<file path="src/rtl/synth_pkg.sv">
// Shared types and constants for the note sequencer: FSM encoding, note width,
// note codes and the pattern contents.
package synth_pkg;

  localparam int NOTE_W = 4;

  typedef enum logic [1:0] {
    PAUSED,
    SOUND,
    GAP
  } state_t;

  localparam logic [NOTE_W-1:0] NOTE_REST = 4'd0;
  localparam logic [NOTE_W-1:0] NOTE_C4   = 4'd1;
  localparam logic [NOTE_W-1:0] NOTE_D4   = 4'd3;
  localparam logic [NOTE_W-1:0] NOTE_E4   = 4'd5;
  localparam logic [NOTE_W-1:0] NOTE_F4   = 4'd6;
  localparam logic [NOTE_W-1:0] NOTE_G4   = 4'd8;
  localparam logic [NOTE_W-1:0] NOTE_A4   = 4'd10;
  localparam logic [NOTE_W-1:0] NOTE_B4   = 4'd12;
  localparam logic [NOTE_W-1:0] NOTE_C5   = 4'd15;

  // Full 16-step pattern; shorter NUM_STEPS settings play a prefix of it.
  function automatic logic [NOTE_W-1:0] pattern_note(input logic [3:0] idx);
    logic [NOTE_W-1:0] n;
    case (idx)
      4'd0:    n = NOTE_C4;
      4'd1:    n = NOTE_D4;
      4'd2:    n = NOTE_REST;
      4'd3:    n = NOTE_E4;
      4'd4:    n = NOTE_F4;
      4'd5:    n = NOTE_REST;
      4'd6:    n = NOTE_G4;
      4'd7:    n = NOTE_A4;
      4'd8:    n = NOTE_B4;
      4'd9:    n = NOTE_REST;
      4'd10:   n = NOTE_D4;
      4'd11:   n = NOTE_E4;
      4'd12:   n = NOTE_C4;
      4'd13:   n = NOTE_REST;
      4'd14:   n = NOTE_C5;
      default: n = NOTE_REST;
    endcase
    return n;
  endfunction

endpackage

</file>
<file path="src/rtl/seq_pattern_rom.sv">
// Combinational step -> note lookup; steps beyond the pattern length read as rest.
module seq_pattern_rom
  import synth_pkg::*;
#(
  parameter int NUM_STEPS = 16
) (
  input  logic [3:0]        idx,
  output logic [NOTE_W-1:0] note
);

  localparam logic [4:0] NUM_STEPS_W = 5'(NUM_STEPS);

  always_comb begin
    note = NOTE_REST;
    if ({1'b0, idx} < NUM_STEPS_W) note = pattern_note(idx);
  end

endmodule

</file>
<file path="src/rtl/note_sequencer.sv">
// Step sequencer: walks a fixed note pattern at TICKS_PER_STEP cycles per step,
// gating each note off for the last GAP_TICKS cycles of its step.
module note_sequencer
  import synth_pkg::*;
#(
  parameter int TICKS_PER_STEP = 12500000,
  parameter int GAP_TICKS      = 1250000,
  parameter int NUM_STEPS      = 16
) (
  input  logic              clk,
  input  logic              reset,
  input  logic              play,
  input  logic              rewind,
  output logic [NOTE_W-1:0] note,
  output logic              gate,
  output logic [3:0]        step,
  output logic              step_pulse
);

  localparam int TICK_W = (TICKS_PER_STEP > 1) ? $clog2(TICKS_PER_STEP) : 1;
  localparam logic [TICK_W-1:0] TICK_LAST = TICK_W'(TICKS_PER_STEP - 1);
  localparam logic [TICK_W-1:0] SOUND_END = TICK_W'(TICKS_PER_STEP - GAP_TICKS);
  localparam logic [3:0]        STEP_LAST = 4'(NUM_STEPS - 1);

  state_t            state, next_state;
  logic [TICK_W-1:0] tick_cnt, tick_next;
  logic [3:0]        step_next;
  logic              pulse_next;
  logic              gate_next;
  logic [NOTE_W-1:0] next_note;

  seq_pattern_rom #(.NUM_STEPS(NUM_STEPS)) u_note_rom (
    .idx  (step),
    .note (note)
  );

  seq_pattern_rom #(.NUM_STEPS(NUM_STEPS)) u_next_rom (
    .idx  (step_next),
    .note (next_note)
  );

  always_ff @(posedge clk or negedge reset) begin
    if (!reset) begin
      state      <= PAUSED;
      tick_cnt   <= '0;
      step       <= '0;
      step_pulse <= 1'b0;
      gate       <= 1'b0;
    end else begin
      state      <= next_state;
      tick_cnt   <= tick_next;
      step       <= step_next;
      step_pulse <= pulse_next;
      gate       <= gate_next;
    end
  end

  // Phase decision looks at the pre-edge tick; rewind outranks play and wrap.
  always_comb begin
    next_state = state;
    tick_next  = tick_cnt;
    step_next  = step;
    pulse_next = 1'b0;
    if (rewind) begin
      next_state = PAUSED;
      tick_next  = '0;
      step_next  = '0;
    end else if (!play) begin
      next_state = PAUSED;
    end else begin
      next_state = (tick_cnt < SOUND_END) ? SOUND : GAP;
      if (tick_cnt == TICK_LAST) begin
        tick_next  = '0;
        pulse_next = 1'b1;
        step_next  = (step == STEP_LAST) ? '0 : step + 4'd1;
      end else begin
        tick_next = tick_cnt + TICK_W'(1);
      end
    end
  end

  always_comb begin
    gate_next = (next_state == SOUND) && (next_note != NOTE_REST);
  end

endmodule

</file>
<file path="config.mk">
export PLATFORM = sky130hd
export DESIGN_NAME = note_sequencer
export DESIGN_NICKNAME = d
export VERILOG_FILES = /design/src/rtl/synth_pkg.sv /design/src/rtl/seq_pattern_rom.sv /design/src/rtl/note_sequencer.sv
export SDC_FILE = /design/constraint.sdc
export NUM_CORES = 1
export LEC_CHECK = 0
export CAP_MARGIN = 5
export CORE_MARGIN = 2
export CORE_UTILIZATION = 25
export CTS_CLUSTER_DIAMETER = 60
export DETAILED_ROUTE_END_ITERATION = 7
export PLACE_DENSITY_LB_ADDON = 0.12
export SLEW_MARGIN = 20
export SYNTH_ARGS = -nofsm -noshare
export SYNTH_HDL_FRONTEND = slang
export SYNTH_SLANG_ARGS = --single-unit
</file>
<file path="constraint.sdc">
create_clock -name clk -period 5.5 [get_ports clk]
set_clock_uncertainty 0.15 [all_clocks]
set_input_delay 0.55 -clock clk [delete_from_list [all_inputs] [get_ports clk]]
set_output_delay 0.55 -clock clk [all_outputs]
set_load 0.005 [all_outputs]
</file>
=== Yosys cells after proc, flatten, opt, wreduce, memory -nomap -nowiden ===
Memory sizes are Yosys's and may differ from the RTL's.
Index checks and enable logic that the tools add are counted.

* Input bits: 4
* RAM bits: 0
* Output and inout bits: 10
* Memories: 2
* Bits in latches: 0
* Register bits after elaboration: 30
* Memory bits (read-only): 128
* Word-level logic and storage cells: 28

* Multiply operators: 0
* Shift-type cells: 0
* Multiplexer cells: 13
* $add $sub $neg: 2
* Divide/modulo/power cells: 0
* Bitwise logic cells: 0
* Reduce and logical (&&, ||, !) cells: 3
* Order comparisons: 1
* Equality and inequality tests: 3

{| class="wikitable"
|+ Memory list
! memory !! words !! bits a word !! rd ports !! clocked after memory_dff !! wr ports !! line !! text
|-
| (no name shown) || 16 || 4 || 1 || 0 || 0 || synth_pkg.sv:26 || <nowiki>case (idx)</nowiki>
|-
| (no name shown) || 16 || 4 || 1 || 0 || 0 || synth_pkg.sv:26 ||
|}

{| class="wikitable"
|+ Operator list
! operator !! number
|-
| $mux W24 || 3
|-
| $add A24 B1 Y24 const B || 1
|-
| $eq A24 B24 Y1 const B || 1
|-
| $lt A24 B24 Y1 const B || 1
|-
| $mux W4 || 4
|-
| $mux W2 || 3
|-
| $add A4 B1 Y4 const B || 1
|-
| $eq A4 B4 Y1 const B || 1
|-
| $reduce_bool A4 Y1 || 1
|-
| $mux W1 || 3
|-
| $eq A2 B1 Y1 const B || 1
|-
| $reduce_bool A2 Y1 || 1
|-
| $logic_and A1 B1 Y1 || 1
|}

=== Logic depth before layout (Yosys ltp) ===
An unclocked memory read counts as a cell.

* Depth in word-level cells: 8
* Mapped depth: 13
* Mapped depth without buffers: 12

=== Cells and area by module ===
From an unflattened synthesis, not the netlist that was laid out.

* Cells, all modules: 240
* Area total of the unflattened synthesis: 2153.3 sq um

{| class="wikitable"
|+ By module, submodules not included
! module !! seq. area each (sq um) !! area an instance (sq um) !! times used !! cells each
|-
| note_sequencer || 750.7 || 1808.0 || 1 || 200
|-
| seq_pattern_rom || 0.0 || 172.7 || 2 || 20
|}

=== Worst setup path after synthesis ===
No wires, ideal clock.

* Path type: register to register
* Start: reg tick_cnt[0]
* End: reg gate
* Data arrival time: 2.157 ns
* Period minus slack after synthesis: 2.435 ns
* Buffers on the path: 1
* Slack: 3.065 ns
* Stages on the path, launching flop included: 13
* Cell sequence: dfrtp_1 ha_1 and4_1 buf_2 nand3_1 nor2_1 o21a_1 nor2_1 ha_1 nor2_1 o211ai_1 mux2i_1 a221oi_2

* Word-level cells in the longest chain between the ends: 7
* Elaborated cells on any way between the ends: 12
* Those cells by class: order compare (1); eq/ne (2); mux (6); reduce/logical (2); memory (1)

{| class="wikitable"
|+ RTL lines
! what !! line !! text
|-
| start: declaration || note_sequencer.sv:26 || <nowiki>logic [TICK_W-1:0] tick_cnt, tick_next;</nowiki>
|-
| start signal: assignment || note_sequencer.sv:51 || <nowiki>tick_cnt <= tick_next;</nowiki>
|-
| $eq A24 B24 Y1 || note_sequencer.sv:72 || <nowiki>if (tick_cnt == TICK_LAST) begin</nowiki>
|-
| $mux W4 || note_sequencer.sv:72 ||
|-
| $mux W4 || note_sequencer.sv:68 || <nowiki>end else if (!play) begin</nowiki>
|-
| $mux W4 || note_sequencer.sv:64 || <nowiki>if (rewind) begin</nowiki>
|-
| named net step_next[1] || note_sequencer.sv:27 || <nowiki>logic [3:0] step_next;</nowiki>
|-
| $mem_v2 Z16 W4 || n/a ||
|-
| $reduce_bool A4 Y1 || note_sequencer.sv:83 || <nowiki>gate_next = (next_state == SOUND) && (next_note != NOTE_REST);</nowiki>
|-
| $logic_and A1 B1 Y1 || note_sequencer.sv:83 ||
|-
| named net gate_next || note_sequencer.sv:29 || <nowiki>logic gate_next;</nowiki>
|-
| end signal: assignment || note_sequencer.sv:54 || <nowiki>gate <= gate_next;</nowiki>
|-
| end: declaration || note_sequencer.sv:15 || <nowiki>output logic gate,</nowiki>
|}

The timed path passes the listed nets, and every way through them passes these cells.
A chain may end at the register's enable or synchronous reset.

=== Worst setup path in the final report ===
* Start: in play
* End: reg gate

* Word-level cells in the longest chain between the ends: 5
* Elaborated cells on any way between the ends: 8
* Those cells by class: eq/ne (1); mux (4); reduce/logical (2); memory (1)

{| class="wikitable"
|+ RTL lines
! what !! line !! text
|-
| start: declaration || note_sequencer.sv:12 || <nowiki>input logic play,</nowiki>
|-
| $mux W4 || note_sequencer.sv:68 ||
|-
| $mux W4 || note_sequencer.sv:64 ||
|-
| named net step_next[1] || note_sequencer.sv:27 ||
|-
| $mem_v2 Z16 W4 || n/a ||
|-
| $reduce_bool A4 Y1 || note_sequencer.sv:83 ||
|-
| $logic_and A1 B1 Y1 || note_sequencer.sv:83 ||
|-
| named net gate_next || note_sequencer.sv:29 ||
|}

The timed path passes the listed nets, and every way through them passes these cells.

==> flow_summary.ini <==
[run_status]
status = complete, no violations

[yosys]
yosysSeqAreaShare_pct = 36.5
synthTopCellsByCount = dfrtp_1 (30), nor2_1 (28), o21ai_0 (27)
synth_top_area_share_pct = 36.5
syn-num-nets = 256
yosysTopAreaCell = dfrtp_1
syn-cell-area_mm2 = 0.00205
synth_area_leaders = dfrtp_1 (37%), o21ai_0 (6.6%), ha_1 (5.5%), nor2_1 (5.1%), nand2_1 (4.4%)
ys.flop_type = dfrtp_1
yosysWarningCount = 0
synth_cells = 243
yosysMostFrequentCell = dfrtp_1
synth_edf_count = 0
syn_avg_cell_area_um2 = 8.45
ys_ff_latch = 30
synthDistinctLibCells = 48
synthArstFlopShare_pct = 100

[grt]
grt_pass1_wl_um = 8880
grt_pass1_vias = 1748
grt_util_met2_pct = 19.9
use_met3_pct = 2.79
grt_max_degree = 31
grtUsageTotal_pct = 12.7
grt_overflow = 0
grt_util_met1_pct = 17.4
busiest_layer = met2
antenna_found_initial = 0

[floorplanning]
fp-row-count = 33
die_x_um = 94.7
start_util_pct = 25.4
die_h_um = 94.7
ios = 14
core_area_mm2 = 0.00809
die-area_mm2 = 0.00896

[pwr]
leakagePower_nw = 0.896
p_comb_share_pct = 5.6
pwr-share-seq_pct = 53.9
internal_power_uw = 316
switching_share_pct = 23.8
power_density_mw_per_mm2 = 178
pwr-share-clk_pct = 40.5
p_sw_uw = 99.0
irDropWorstVdd_mv = 0.0953

[detailed_routing]
detail-route-antenna-nets = 0
drt-total-wl_um = 5120
via_per_inst = 5.07
drc_errors = 0
first_pass_iters = 5
first_iter_violations = 89
vias = 1804
wl_per_cell_um = 14.4

[cts]
clk_pin_slew_ns = 0.07
insertion_delay_ns = 0.28
cts.path.max_buffers = 2
postCtsHoldBufs = 0
ctsResizeCount = 0
cts_buffers = 5
postCtsSetupBuffers = 0
cts.sinks = 30
htreeDepth = 2
cts_tree = done
cts-root-buf = clkbuf_8

[place]
place_congestion = 0.750
port_buffers = 13
place_hpwl_um = 3730

[critical_path]
critPathKind = in -> reg
cp.arrival_ns = 3.05
critPathMaxFanout = 16
reg2regPathDepth = 11
worstPathRequired_ns = 5.50
cp-end-kind = register
cp-start-kind = input pin

[timing]
timing.final.crit_period_ns = 3.04
finalHoldWorstSlack_ns = 0.359
tightest_slew_ns = 0.879
slew_headroom_pct = 41.0
min_period_over_period_pct = 55.3
finalHoldViolations = 0
timing.fmax_mhz = 329
rsz0062_at_grt = false
setup_tns_ns = 0
drv_slew = 0
setup-violations-final = 0

[final_layout]
antennaDiodeCount = 0
final_nets = 264
syn2layout_area_growth_pct = 13.6
drive_above_1_share_pct = 6.77

[min_path]
holdPathStages = 1
hold_class = reg -> reg

[flow_run]
maxCapViolations = 0
## sequential cells by signal, summed over array words and instances, names as in the netlist
name	count
tick_cnt	24
gate	1
step_pulse	1
step	4
## worst max-delay path, stage by stage
cell and delay, ns:
clkdlybuf4s50_1 0.85, nand3_1 0.29, nor2_1 0.25, o21a_1 0.14, nor2_1 0.07, ha_1 0.33
nor2_1 0.16, o311ai_1 0.12, mux2i_1 0.20, a221oi_2 0.09
## layout make-up
cell class	instances	area (um^2)
inverter	9	33.8
tap	105	131
timing repair buffer	15	145
fill	910	5760
clock buffer	7	76.3
multi-input combinational	190	1200
sequential	30	751
## worst paths after layout
| kind | start | endpoint | slack (ns) |
|---|---|---|---|
| worst min register to register | tick_cnt[23] | tick_cnt[23] | 0.36 |
| max in group asynchronous | reset | step[3] | 4.40 |
| worst max register to register | tick_cnt[0] | gate | 2.71 |
| worst max-delay path | play | gate | 2.46 |
| worst min-delay path | tick_cnt[23] | tick_cnt[23] | 0.36 |
| min in group asynchronous | reset | tick_cnt[1] | 0.52 |
## metrics by stage
step / util (%) / setup slack [ns] / total power, mW / std cells / area, um^2
floorplan: - / 3.06 / 0.239 / 243 / 2050
global placement: 27.9 / 2.04 / 0.252 / 349 / 2260
detailed placement: 27.9 / 2.08 / 0.252 / 349 / 2260
CTS: 28.8 / 2.34 / 0.424 / 356 / 2330
global route: 28.8 / 2.21 / 0.439 / 356 / 2330
finish: 28.8 / 2.46 / 0.415 / 356 / 2330
## placed cells by master, fill, tap and decap left out, types with 2 or more instances in the layout
cell             netlist  layout
nor3_1                 6       6
and4_1                 3       3
o211ai_1               2       2
o41ai_1                2       2
o21a_1                 3       3
ha_1                   9       9
o21ai_0               27      27
inv_1                  9       9
and4_2                 2       2
nor2b_1                2       2
a21oi_1               14      14
a31oi_1                5       5
buf_4                  0       2
a211oi_1               3       3
or4_1                  3       3
clkbuf_8               0       5
nand3_1                9       9
mux2i_1                5       5
and3_1                 5       5
dfrtp_1               30      30
or3_1                  3       3
xor2_1                 3       3
a21o_1                 2       2
nand4_1                8       8
nor3b_1                2       2
nand2_1               24      24
clkbuf_1               4       2
nor2_1                28      27
o31ai_1                2       2
clkdlybuf4s50_1        0      13
## logic make-up (layout without fill, tap and decap cells)
| logic type | after synthesis | after routing | synth area share, % |
|---|---|---|---|
| AND/OR/NAND/NOR | 102 | 102 | 26.6 |
| AO/OA/AOI/OAI | 69 | 69 | 20.8 |
| flip-flops | 30 | 30 | 36.5 |
| buffers and inverters | 23 | 31 | 5.30 |
| adder cells (fa/ha/maj) | 9 | 9 | 5.48 |
| multiplexers | 6 | 6 | 3.53 |
| XOR/XNOR | 4 | 4 | 1.71 |
## routing by layer
metal	share of wire [%]	wire (um)	vias up
li1	-	-	903
met1	48	2440	865
met2	47	2430	28
met3	3.0	155	8
met4	1.9	99	0
met5	0	0	-
## power by group through the flow
stage / Combinational [mW] / Sequential, mW / Clock [mW]
floorplan: 0.0119 / 0.228 / 0
global placement: 0.0240 / 0.228 / 0
detailed placement: 0.0237 / 0.228 / 0
CTS: 0.0238 / 0.224 / 0.176
global route: 0.0267 / 0.224 / 0.189
finish: 0.0232 / 0.224 / 0.168
Note: power is estimated with default switching activity, not from simulation.
